<file path="src/rtl/hs_out_pkg.sv">
// Shared types and constants for the high-speed output arbiter.
// Holds the header word layout, the arbiter state encoding and a header builder.
package hs_out_pkg;

    localparam int SRC_IDX_W = 2;
    localparam int LEN_W     = 12;
    localparam int DATA_W    = 16;

    localparam logic [1:0] HDR_TAG     = 2'b10;
    localparam int         HDR_TAG_LSB = 14;
    localparam int         HDR_SRC_LSB = 12;
    localparam int         HDR_LEN_LSB = 0;

    typedef enum logic [1:0] {
        ST_IDLE   = 2'd0,
        ST_GRANT  = 2'd1,
        ST_HEADER = 2'd2,
        ST_BODY   = 2'd3
    } state_t;

    function automatic logic [DATA_W-1:0] make_hdr(input logic [SRC_IDX_W-1:0] src,
                                                   input logic [LEN_W-1:0]     len);
        logic [DATA_W-1:0] w;
        w = '0;
        w[HDR_TAG_LSB +: 2]         = HDR_TAG;
        w[HDR_SRC_LSB +: SRC_IDX_W] = src;
        w[HDR_LEN_LSB +: LEN_W]     = len;
        return w;
    endfunction

endpackage

</file>
<file path="src/rtl/hs_out_skid2.sv">
// Two-entry first-word-fall-through register buffer feeding the I/O block.
// Head word visible the cycle after push; a push into a full buffer is taken only alongside a pop.
module hs_out_skid2
    import hs_out_pkg::*;
(
    input  logic              clk,
    input  logic              rst,
    input  logic              push,
    input  logic [DATA_W-1:0] push_dat,
    input  logic              pop,
    output logic [DATA_W-1:0] dout,
    output logic              empty,
    output logic              full
);

    logic [DATA_W-1:0] ent0;
    logic [DATA_W-1:0] ent1;
    logic [1:0]        count;
    logic              do_pop;
    logic              do_push;

    assign do_pop  = pop && (count != 2'd0);
    assign do_push = push && ((count != 2'd2) || do_pop);
    assign dout    = ent0;
    assign empty   = (count == 2'd0);
    assign full    = (count == 2'd2);

    always_ff @(posedge clk or posedge rst) begin
        if (rst) begin
            ent0  <= '0;
            ent1  <= '0;
            count <= 2'd0;
        end else begin
            case ({do_push, do_pop})
                2'b10: begin
                    if (count == 2'd0) ent0 <= push_dat;
                    else               ent1 <= push_dat;
                    count <= count + 2'd1;
                end
                2'b01: begin
                    ent0  <= ent1;
                    count <= count - 2'd1;
                end
                2'b11: begin
                    // count stays put; the new word lands behind whatever remains
                    if (count == 2'd1) begin
                        ent0 <= push_dat;
                    end else begin
                        ent0 <= ent1;
                        ent1 <= push_dat;
                    end
                end
                default: ;
            endcase
        end
    end

endmodule

</file>
<file path="src/rtl/hs_out_arbiter.sv">
// Round-robin, packet-granular share of the 16-bit output path among NUM_SRC sources.
// Header reaches dout 3 cycles after a request; sources are popped only while the output buffer can accept.
module hs_out_arbiter
    import hs_out_pkg::*;
#(
    parameter int NUM_SRC       = 4,
    parameter int MAX_PKT_WORDS = 256
) (
    input  logic                      IFCLK,
    input  logic                      RESET,
    input  logic                      EN,
    input  logic [NUM_SRC-1:0]        src_pkt_rdy,
    input  logic [NUM_SRC*LEN_W-1:0]  src_len,
    input  logic [NUM_SRC*DATA_W-1:0] src_dout,
    input  logic [NUM_SRC-1:0]        src_empty,
    output logic [NUM_SRC-1:0]        src_rd_en,
    output logic [DATA_W-1:0]         dout,
    output logic                      empty,
    input  logic                      rd_en,
    output logic                      busy,
    output logic [SRC_IDX_W-1:0]      cur_src,
    output logic [15:0]               pkt_count,
    output logic                      err_len
);

    localparam logic [LEN_W-1:0] MAX_LEN = LEN_W'(MAX_PKT_WORDS);

    state_t               state;
    logic [SRC_IDX_W-1:0] rr;
    logic [LEN_W-1:0]     len;
    logic [LEN_W-1:0]     remaining;

    logic                 sel_empty;
    logic [DATA_W-1:0]    sel_dat;
    logic [LEN_W-1:0]     sel_len;
    logic                 buf_full;
    logic                 push_ok;
    logic                 body_pop;
    logic                 push;
    logic [DATA_W-1:0]    push_dat;

    function automatic logic [SRC_IDX_W-1:0] rr_pick(input logic [SRC_IDX_W-1:0] last,
                                                     input logic [NUM_SRC-1:0]   req);
        logic [SRC_IDX_W-1:0] win;
        logic [SRC_IDX_W-1:0] idx;
        logic                 found;
        win   = last;
        found = 1'b0;
        for (int k = 1; k <= NUM_SRC; k++) begin
            idx = SRC_IDX_W'((int'(last) + k) % NUM_SRC);
            if (!found && req[idx]) begin
                win   = idx;
                found = 1'b1;
            end
        end
        return win;
    endfunction

    always_comb begin
        sel_empty = 1'b1;
        sel_dat   = '0;
        sel_len   = '0;
        for (int i = 0; i < NUM_SRC; i++) begin
            if (cur_src == SRC_IDX_W'(i)) begin
                sel_empty = src_empty[i];
                sel_dat   = src_dout[i*DATA_W +: DATA_W];
                sel_len   = src_len[i*LEN_W +: LEN_W];
            end
        end
        push_ok  = !buf_full || rd_en;
        body_pop = (state == ST_BODY) && push_ok && !sel_empty;
        push     = body_pop || ((state == ST_HEADER) && push_ok);
        push_dat = (state == ST_HEADER) ? make_hdr(cur_src, len) : sel_dat;
        for (int i = 0; i < NUM_SRC; i++) begin
            src_rd_en[i] = body_pop && (cur_src == SRC_IDX_W'(i));
        end
    end

    always_ff @(posedge IFCLK or posedge RESET) begin
        if (RESET) begin
            state     <= ST_IDLE;
            rr        <= SRC_IDX_W'(NUM_SRC - 1);
            cur_src   <= '0;
            len       <= '0;
            remaining <= '0;
            busy      <= 1'b0;
            pkt_count <= '0;
            err_len   <= 1'b0;
        end else begin
            case (state)
                ST_IDLE: begin
                    // EN only gates new grants; a packet in flight always completes
                    if (EN && (|src_pkt_rdy)) begin
                        cur_src <= rr_pick(rr, src_pkt_rdy);
                        state   <= ST_GRANT;
                    end
                end
                ST_GRANT: begin
                    if ((sel_len == '0) || (sel_len > MAX_LEN)) err_len <= 1'b1;
                    len   <= (sel_len > MAX_LEN) ? MAX_LEN : sel_len;
                    busy  <= 1'b1;
                    state <= ST_HEADER;
                end
                ST_HEADER: begin
                    if (push_ok) begin
                        if (len == '0) begin
                            rr        <= cur_src;
                            pkt_count <= pkt_count + 16'd1;
                            busy      <= 1'b0;
                            state     <= ST_IDLE;
                        end else begin
                            remaining <= len;
                            state     <= ST_BODY;
                        end
                    end
                end
                ST_BODY: begin
                    if (body_pop) begin
                        remaining <= remaining - 1'b1;
                        if (remaining == LEN_W'(1)) begin
                            rr        <= cur_src;
                            pkt_count <= pkt_count + 16'd1;
                            busy      <= 1'b0;
                            state     <= ST_IDLE;
                        end
                    end
                end
                default: state <= ST_IDLE;
            endcase
        end
    end

    hs_out_skid2 u_skid (
        .clk      (IFCLK),
        .rst      (RESET),
        .push     (push),
        .push_dat (push_dat),
        .pop      (rd_en),
        .dout     (dout),
        .empty    (empty),
        .full     (buf_full)
    );

endmodule

</file>
<file path="config.mk">
export PLATFORM = sky130hd
export DESIGN_NAME = hs_out_arbiter
export DESIGN_NICKNAME = d
export VERILOG_FILES = /design/src/rtl/hs_out_pkg.sv /design/src/rtl/hs_out_skid2.sv /design/src/rtl/hs_out_arbiter.sv
export SDC_FILE = /design/constraint.sdc
export NUM_CORES = 1
export LEC_CHECK = 0
export BUFFER_PORTS_ARGS = -buffer_cell sky130_fd_sc_hd__buf_2
export CELL_PAD_IN_SITES_DETAIL_PLACEMENT = 0
export CELL_PAD_IN_SITES_GLOBAL_PLACEMENT = 1
export CORE_ASPECT_RATIO = 1.2
export CORE_UTILIZATION = 35
export CTS_BUF_LIST = sky130_fd_sc_hd__clkbuf_2
export CTS_CLUSTER_DIAMETER = 50
export DETAILED_ROUTE_END_ITERATION = 7
export PLACE_DENSITY_LB_ADDON = 0.1
export SLEW_MARGIN = 10
export SYNTH_ARGS = -nofsm -noshare
export SYNTH_HDL_FRONTEND = slang
export SYNTH_SLANG_ARGS = --single-unit
</file>
<file path="constraint.sdc">
create_clock -name IFCLK -period 3.2 [get_ports IFCLK]
set_input_delay 0.8 -clock IFCLK [delete_from_list [all_inputs] [get_ports IFCLK]]
set_output_delay 0.8 -clock IFCLK [all_outputs]
set_load 0.1 [all_outputs]
</file>
==> summary.md <==
| Metric | Value |
|---|---|
| Part of the Yosys area used for sequential elements | 0.426 |
| 1st-pass router iterations | 4 |
| Top FF cell, synth | dfrtp_1 |
| Worst Skew | 33.9 ps |
| CTS H-tree depth | 3 |
| Vias | 4363 |
| Routed len/inst | 17.4 µm |
| Clock latency on the worst-skew pair | 560 ps |
| Dpl cells | 791 |
| Site Rows | 46 |
| Core Area | 13400 µm² |
| Kind of critical path | flop to output pin |
| Run status | completed |
| Sw frac | 0.528 |
| Maximum fanout along the worst path | 34 |
| Most common cell in the netlist | dfrtp_1 |
| Final min period | 2980 ps |
| Syn Nets | 605 |
| Initial antenna violation count | 1 |
| Critical Path RT | 2400 ps |
| Async SR Flop Fraction | 1.00 |
| Peak VDD IR | 844 µV |
| RSZ-0062 raised after global routing | no |
| Ports | 165 |
| Total Wirelength | 14100 µm |
| Tot Pwr | 6.87 mW |
| Die Ht | 131 µm |
| Clk slew on worst S/H paths | 230 ps |
| Gate power share | 0.638 |
| Final setup viols | 0 |
| Share of cells above drive strength 1 | 0.404 |
| Die width | 109 µm |
| P_int | 3.24 mW |
| CTS buffer count | 9 |
| Non-Filler Instances | 808 |
| P_sw | 3.63 mW |
| CP max stage delay | 440 ps |
| Place WS | 97.5 ps |
| First-pass GRT wire length | 22100 µm |
| Sequence of cells on the critical path | buf_6 > nand3_1 > nor3_4 > buf_12 |
| Antenna-violating nets left | 0 |
| Clock power share | 0.093 |
| Hold Crit Class | primary input to async pin |
| Hold Slack | 266 ps |
| CTS root buf | clkbuf_2 |
| Slew HR | 0.229 |
| Worst-Margin Slew | 1150 ps |
| Initial core utilization | 0.361 |
| Post-route worst setup slack | 224 ps |
| Post-synth EDFFs | 0 |
| Synth cell types | 54 |
| CP arrival | 2180 ps |
| Startpoint types | flop |
| Post-Syn Area | 4820 µm² |
| CTS max path bufs | 2 |
| Vias in the first global route | 4236 |
| Hpwl dp | 10700 µm |
| Final number of hold-violating endpoints | 0 |
| Critical path's slowest cell | dfrtp_2 |
| Input/output buffers | 164 |
| P per Cell Area | 1120 nW/µm² |
| Slew Viols, Final | 0 |
| Most frequent cells after synthesis | dfrtp_1, nand2_1, nor2_1, nor3_1, mux4_2 |
| Setup crit end kind | output pin |
| Setup TNS Final | 0 ps |
| Total of max-cap violations | 0 |
| Yosys top cell by area | dfrtp_1 |
| Final nets | 767 |
| Avg Inst Size Synth | 10.2 µm² |
| Max frequency | 0.336 GHz |
| Full die area | 14200 µm² |
| DRT iter0 DRCs | 190 |
| Num Clock Sinks | 82 |
| Sequential power share | 0.269 |
| Area grow syn2layout | 27.8% |
| Ys Warns | 0 |
| GRT Overall Usage | 0.207 |
| CTS tree | yes |
| Routability-driven placement congestion ratio | 0.761 |
| Synth area leaders | dfrtp_1, mux4_2, nand2_1 |
| Via/cell ratio | 5.40 |
| Largest net degree at the start of global routing | 52 |
| Fin crit share | 0.930 |
| Post-synth top area share | 0.415 |
| GRT overflow | 0 |
| Flop and latch count out of synthesis | 82 |
| Pleak | 2.86 nW |
| DRC | 0 |
| Syn Inst Count | 472 |
| Cts hold-fix bufs | 0 |
area by class of cell:
cell class	count	area [µm²]
flip-flops and latches	82	2060
clock inverters	7	93.8
fillers	1328	7200
well taps	168	210
multi-input cells	345	2660
clock buffers	9	45.0
repair buffers	180	1030
diodes	1	2.50
inverters	16	61.3
placed cells by master, fill, tap and decap left out, drive strengths merged, types with 5 or more instances in the layout:
cell    Yosys  routed
clkbuf     21       9
a211oi      5       5
dfrtp      80      80
and3        8       8
mux4       25      25
buf         8     180
a22o        9       9
nand4       5       5
xnor2      16      16
inv        16      15
nor3       29      29
ha          9       9
a221oi     15      15
mux2       17      17
nand2      59      59
o21ai      24      24
nand3      11      11
nor4       12      12
a21oi      20      20
nor2       34      34
final timing paths:
| check | slack, ps | cells after the start | to | startpoint |
|---|---|---|---|---|
| hold / removal | 270 | 2 | pkt_count[3] | RESET |
| setup / recovery | 220 | 4 | src_rd_en[1] | cur_src[0] |
| min in group IFCLK | 490 | 1 | pkt_count[15] | pkt_count[15] |
| hold reg to reg | 490 | 1 | pkt_count[15] | pkt_count[15] |
| max in group asynchronous | 2260 | 3 | remaining[5] | RESET |
| setup reg to reg | 590 | 9 | u_skid.ent1[13] | cur_src[0] |
logic make-up after synthesis:
family,Yosys count,synth area share
AND/OR/NAND/NOR,178,0.179
AO/OA/AOI/OAI,97,0.141
flip-flops,82,0.426
buffers and inverters,45,0.0390
multiplexers,44,0.161
XOR/XNOR,17,0.0309
adder cells (fa/ha/maj),9,0.0234
what timing repair did:
item,4_1_cts,5_1_grt
endpoints found under the hold margin,0,0
gates resized for setup,1,1
pin swaps,0,0
setup buffers,0,0
setup endpoints to repair,2,4
through the flow:
step | util | cell area (µm²)
final | 0.461 | 6160
after CTS | 0.461 | 6150
after detailed placement | 0.450 | 6010
after global routing | 0.461 | 6160
after global placement | 0.450 | 6010
after floorplan | - | 4950
per-layer routing:
layer  GRT usage  up-vias  share of wire
met5           0        -              0
met4      0.0747        0          0.018
met3      0.0397       18          0.048
met2       0.345      116           0.49
met1       0.267     2146           0.45
li1            -     2083              -
registers in the layout (all words and copies together) (netlist names):
register / cells
u_skid.dout: 16
len: 12
cur_src: 2
u_skid.ent1: 16
busy: 1
rr: 2
err_len: 1
state: 2
remaining: 12
pkt_count: 16
u_skid.count: 2
power groups by stage:
stage	clock (mW)	combinational, mW	sequential, mW
after floorplan	0	2.48	2.81
after global placement	0	4.35	1.87
after detailed placement	0	4.41	1.87
after CTS	0.666	4.42	1.85
after global routing	0.700	4.72	1.91
final	0.641	4.38	1.85
worst max-delay path: cells and delay by family, from the launching register on:
kind | cells | cell delay (ps)
flops | 1 | 440
simple gates | 2 | 610
buf+inv | 2 | 590
No activity file was read; power rests on OpenSTA's default activity.
